## src/rtl/vram_wr_arbiter.sv

```systemverilog
// Round-robin arbiter sharing the text-mode VRAM write port between the command writer (port 0) and DMA (port 1).
// Optional build macro VRAM_WR_BLANK_ONLY_EN restricts new grants to blanking intervals.
module vram_wr_arbiter #(
  parameter int AW         = 12,
  parameter int DW         = 8,
  parameter int VRAM_DEPTH = 2000
) (
  input  logic          i_clk,
  input  logic          i_rst_n,
  input  logic          i_req0,
  input  logic          i_req1,
  input  logic [AW-1:0] i_adr0,
  input  logic [AW-1:0] i_adr1,
  input  logic [DW-1:0] i_data0,
  input  logic [DW-1:0] i_data1,
  output logic          o_ack0,
  output logic          o_ack1,
  input  logic          i_blank,
  output logic [AW-1:0] o_vram_adr,
  output logic [DW-1:0] o_vram_data,
  output logic          o_vram_we,
  output logic          o_err,
  output logic [15:0]   o_wr_cnt,
  output logic          o_busy
);

  typedef enum logic [1:0] {IDLE, WRITE, ACK} state_t;

  localparam logic [AW:0] DEPTH = (AW+1)'(VRAM_DEPTH);

  state_t        state_reg;
  logic          last_reg;
  logic          win_reg;
  logic [15:0]   wr_cnt_reg;
  logic          grant_ok;
  logic [1:0]    req_vec;
  logic [1:0]    eligible;
  logic          win_next;
  logic [AW-1:0] adr_sel;
  logic [DW-1:0] data_sel;
  logic          adr_ok;

`ifdef VRAM_WR_BLANK_ONLY_EN
  assign grant_ok = i_blank;
`else
  logic unused_blank;
  assign unused_blank = i_blank;
  assign grant_ok     = 1'b1;
`endif

  genvar gi;
  generate
    for (gi = 0; gi < 2; gi++) begin : g_req
      assign req_vec[gi]  = (gi == 0) ? i_req0 : i_req1;
      assign eligible[gi] = req_vec[gi] & grant_ok;
    end
  endgenerate

  // On a tie the port that did not win last time takes the grant.
  assign win_next = (eligible == 2'b11) ? ~last_reg : eligible[1];
  assign adr_sel  = win_next ? i_adr1  : i_adr0;
  assign data_sel = win_next ? i_data1 : i_data0;
  assign adr_ok   = ({1'b0, adr_sel} < DEPTH);
  assign o_wr_cnt = wr_cnt_reg;

  always_ff @(posedge i_clk or negedge i_rst_n) begin
    if (!i_rst_n) begin
      state_reg   <= IDLE;
      last_reg    <= 1'b1;
      win_reg     <= 1'b0;
      wr_cnt_reg  <= '0;
      o_vram_adr  <= '0;
      o_vram_data <= '0;
      o_vram_we   <= 1'b0;
      o_ack0      <= 1'b0;
      o_ack1      <= 1'b0;
      o_err       <= 1'b0;
      o_busy      <= 1'b0;
    end else begin
      o_ack0 <= 1'b0;
      o_ack1 <= 1'b0;
      o_err  <= 1'b0;
      case (state_reg)
        IDLE: begin
          if (|eligible) begin
            state_reg   <= WRITE;
            last_reg    <= win_next;
            win_reg     <= win_next;
            o_vram_adr  <= adr_sel;
            o_vram_data <= data_sel;
            o_vram_we   <= adr_ok;
            o_busy      <= 1'b1;
          end
        end
        WRITE: begin
          // The strobe doubles as the in-range flag for the latched address.
          o_vram_we <= 1'b0;
          o_ack0    <= ~win_reg;
          o_ack1    <= win_reg;
          o_err     <= ~o_vram_we;
          if (o_vram_we) wr_cnt_reg <= wr_cnt_reg + 16'd1;
          state_reg <= ACK;
        end
        ACK: begin
          state_reg <= IDLE;
          o_busy    <= 1'b0;
        end
        default: begin
          state_reg <= IDLE;
          o_vram_we <= 1'b0;
          o_busy    <= 1'b0;
        end
      endcase
    end
  end

endmodule

```

## config.mk

```make
export PLATFORM = sky130hd
export DESIGN_NAME = vram_wr_arbiter
export DESIGN_NICKNAME = d
export VERILOG_FILES = /design/src/rtl/vram_wr_arbiter.sv
export SDC_FILE = /design/constraint.sdc
export NUM_CORES = 1
export LEC_CHECK = 0
export ABC_CLOCK_PERIOD_IN_PS = 1300
export BUFFER_PORTS_ARGS = -buffer_cell sky130_fd_sc_hd__buf_4
export CAP_MARGIN = 15
export CORE_MARGIN = 1.5
export CORE_UTILIZATION = 40
export CTS_BUF_LIST = sky130_fd_sc_hd__clkbuf_8
export CTS_CLUSTER_SIZE = 30
export DETAILED_ROUTE_END_ITERATION = 7
export HOLD_SLACK_MARGIN = 0.06
export PLACE_DENSITY = 0.77
export SLEW_MARGIN = 40
export SYNTH_ARGS = -nofsm -noshare
export SYNTH_HDL_FRONTEND = slang
export SYNTH_SLANG_ARGS = --single-unit
```

## constraint.sdc

```tcl
create_clock -name i_clk -period 1.3 [get_ports i_clk]
set_input_delay 0.13 -clock i_clk [delete_from_list [all_inputs] [get_ports i_clk]]
set_output_delay 0.13 -clock i_clk [all_outputs]
set_load 0.01 [all_outputs]
```

==> impl_metrics.env <==
export IMPL_crit_path_cell_trace="a21boi_4 > buf_4 > o31a_1 > o21a_1"
export IMPL_synth_main_ff_cell="sky130_fd_sc_hd__dfrtp_1"
export IMPL_top_level_ports=86
export IMPL_timing_reg2reg_setup_slack_ns=-0.02
export IMPL_maximum_operating_frequency_mhz=757.9
export IMPL_asr_flop_ratio_synth_pct=100.0
export IMPL_area_of_the_die_um2=5415
export IMPL_wl_per_cell_um=12.00
export IMPL_worst_r2r_path_depth=4
export IMPL_initialDrtViolationCount=56
export IMPL_gr_total_overflow=0
export IMPL_start_util_pct=41.92
export IMPL_multi_input_area_um2=852.1
export IMPL_warnings_from_yosys=0
export IMPL_syn_area_um2=1993
export IMPL_syn_mean_instance_area_um2=11.32
export IMPL_cp_buffers_inverters=1
export IMPL_final_max_slew_violation_count=0
export IMPL_io_buffers=84
export IMPL_floorplan_die_width_um=73.59
export IMPL_drtPass1Iterations=4
export IMPL_grt_max_degree=46
export IMPL_crit_path_start_kind="flop"
export IMPL_yosysTopAreaCell="sky130_fd_sc_hd__dfrtp_1"
export IMPL_route_detailed_drc=0
export IMPL_core_rowCount=25
export IMPL_drv_cap=0
export IMPL_critical_path_max_stage_delay_ns=0.57
export IMPL_antenna_cells_inserted=0
export IMPL_worstReg2RegEnd="o_vram_adr[11]"
export IMPL_grt_pass1_wl_um=6858
export IMPL_finalSetupViolations=2
export IMPL_finalHoldViolations=0
export IMPL_tritoncts="built"
export IMPL_vdd_drop_max_mv=0.8994
export IMPL_core_area_um2=4755
export IMPL_power_total_uw=5619
export IMPL_groute_usage_overall_pct=16.33
export IMPL_postSynthCellCount=176
export IMPL_p_per_area_nw_per_um2=1854
export IMPL_vias=1671
export IMPL_most_used_standard_cell_by_instance_count_after_synthesis="sky130_fd_sc_hd__dfrtp_1"
export IMPL_setup_worst_path_class="flop to flop"
export IMPL_holdCritPathClass="primary input to flop"
export IMPL_yosysSeqAreaShare_pct=56.56
export IMPL_layout_area_overhead_vs_synth_pct=52.04
export IMPL_leading_post_synthesis_cells_by_instance_count="sky130_fd_sc_hd__dfrtp_1 (44), sky130_fd_sc_hd__nand2_1 (25), sky130_fd_sc_hd__o21ai_1 (20)"
export IMPL_static_leakage_power_uw=0.001539
export IMPL_post_route_cells_drive_above_1_share_pct=44.76
export IMPL_status="finished, violations left"
export IMPL_final_fill_count=429
export IMPL_crit_fanout=8
export IMPL_synth_cell_types=38
export IMPL_worst_hold_path_num_cells=3
export IMPL_clk_root_buffer_cell="sky130_fd_sc_hd__clkbuf_8"
export IMPL_postRouteWirelength_um=4236
export IMPL_place_hpwl_um=3225
export IMPL_fin_crit_share_pct=101.5
export IMPL_tritoncts_num_buffers=5
export IMPL_seqCellArea_um2=1129
export IMPL_cp_arrival_ns=1.50
export IMPL_number_of_enable_flip_flop_cells_after_synthesis=0
export IMPL_nets=331
export IMPL_synth_top_cell_area_share_pct=55.24
export IMPL_clock_sink_count=45
export IMPL_clock_period_minus_final_worst_setup_slack_ns=1.319
export IMPL_globalplace_congestion=0.8086
export IMPL_die_height_um=73.59
export IMPL_worstReg2RegStart="last_reg"
export IMPL_antenna_violating_nets_post_route=0
export IMPL_antenna_found_initial=0
export IMPL_endpoint_worst_hold="o_vram_adr[3]"
export IMPL_critPathCaptureType="flop"
export IMPL_violations="setup timing"
export IMPL_largest_register_ff_count=16
export IMPL_grt_setup_unrepaired="yes"
export IMPL_setup_slack_ns=-0.01936
export IMPL_worst_skew_pair_late_latency_ns=0.29
export IMPL_number_of_global_route_vias_before_repair=1569
export IMPL_ys_ff_latch=45
export IMPL_cts_path_max_buffers=2
export IMPL_worstMarginPinSlew_ns=0.5378
export IMPL_cts_max_level=2
export IMPL_slew_headroom_pct=64.15
export IMPL_worstSetupStartpoint="last_reg"
export IMPL_final_core_util_pct=63.74
export IMPL_detail_route_vias_per_cell=4.734
export IMPL_worst_setup_hold_path_clk_slew_ns=0.09
export IMPL_critPathRequiredTime_ns=1.48
export IMPL_finalClockSkew_ns=0.009632
export IMPL_worst_path_max_delay_cell="sky130_fd_sc_hd__dfstp_2"
export IMPL_hold_path_startpoint="i_adr0[3]"
export IMPL_main_area_contributors_after_synthesis="sky130_fd_sc_hd__dfrtp_1 (55%), sky130_fd_sc_hd__mux2i_1 (9.5%), sky130_fd_sc_hd__o21ai_1 (5.0%)"
export IMPL_cp_top_family="flip-flops"
export IMPL_syn_nets=222
worst reg2reg max path, cell delays in order (launching register included):
cell and delay [ns]:
sky130_fd_sc_hd__dfstp_2 0.57, sky130_fd_sc_hd__a21boi_4 0.11, sky130_fd_sc_hd__buf_4 0.16, sky130_fd_sc_hd__o31a_1 0.26
sky130_fd_sc_hd__o21a_1 0.12
where the power goes:
group          total (µW)  leakage, µW  internal [µW]  switching [µW]
Clock                1040    0.0000543            575             464
Combinational        2350     0.000912           1240            1120
Sequential           2230     0.000573           1910             320
Total                5620      0.00154           3720            1900
through the flow:
| stage | hold slack, ns | setup TNS [ns] | instance area [µm²] | setup WS, ns | cells |
|---|---|---|---|---|---|
| global placement | 0.1569 | 0 | 2845 | 0.01365 | 341 |
| floorplan | -0.1656 | -0.01438 | 1993 | -0.01438 | 176 |
| finish | 0.1128 | -0.02158 | 3030 | -0.01936 | 353 |
| global route | 0.1195 | -0.7878 | 3030 | -0.06904 | 353 |
| detailed placement | 0.1569 | -0.01456 | 2845 | -0.008784 | 341 |
| CTS | 0.1004 | -0.04843 | 2988 | -0.01741 | 352 |
cell type report:
class / count / area share [%]
timing repair buffer: 108 / 27.58
tap: 67 / 2.766
clock inverter: 3 / 1.528
inverter: 4 / 0.4955
sequential: 45 / 37.24
clock buffer: 5 / 2.271
multi-input combinational: 121 / 28.12
repair_timing:
action | in CTS | in global routing
gates resized for setup | 0 | 9
setup buffers | 1 | 1
pin swaps | 2 | 5
hold buffers | 2 | 0
endpoints found under the setup margin | 8 | 29
endpoints found under the hold margin | 45 | 0
worst max path at each step:
stage	end	slack, ns	depth (start not counted)
3_5_place_dp	o_vram_adr[9]	-0.009	4
4_1_cts	o_vram_adr[1]	-0.02	4
3_3_place_gp	o_vram_adr[9]	0.01	4
6_report	o_vram_adr[11]	-0.02	4
5_1_grt	o_vram_adr[0]	-0.07	4
2_1_floorplan	o_wr_cnt[8]	-0.01	5
per-layer routing:
| metal | share of wire (%) | track usage [%] |
|---|---|---|
| met3 | 6.3 | 4.115 |
| met2 | 51 | 27.63 |
| met5 | 0 | 0 |
| met4 | 0.40 | 4.938 |
| met1 | 43 | 20.57 |
cells in the final DEF, fill, tap and decap left out, drive strengths merged, types with 2 or more instances in the layout:
master / netlist / layout
nor2: 8 / 8
nand2: 25 / 25
dlygate4sd3: 0 / 2
xor2: 4 / 4
inv: 4 / 4
nand4: 5 / 5
nand3: 4 / 4
xnor2: 11 / 11
clkbuf: 2 / 5
and3: 2 / 2
dfrtp: 44 / 44
buf: 4 / 106
mux2i: 19 / 19
o21ai: 24 / 24
nand3b: 2 / 2
logic make-up after synthesis:
kind of cell               count (synthesis)  share of synthesized area, %
and+or+nand+nor                           53                         14.31
AOI/OAI and AO/OA                         32                         9.417
muxes                                     20                         10.11
adders and majority gates                  1                        0.6276
buffers and inverters                     10                         2.385
DFF                                       45                         56.56
xor gates and xnor gates                  15                         6.591
Note: power is estimated with default switching activity, not from simulation.
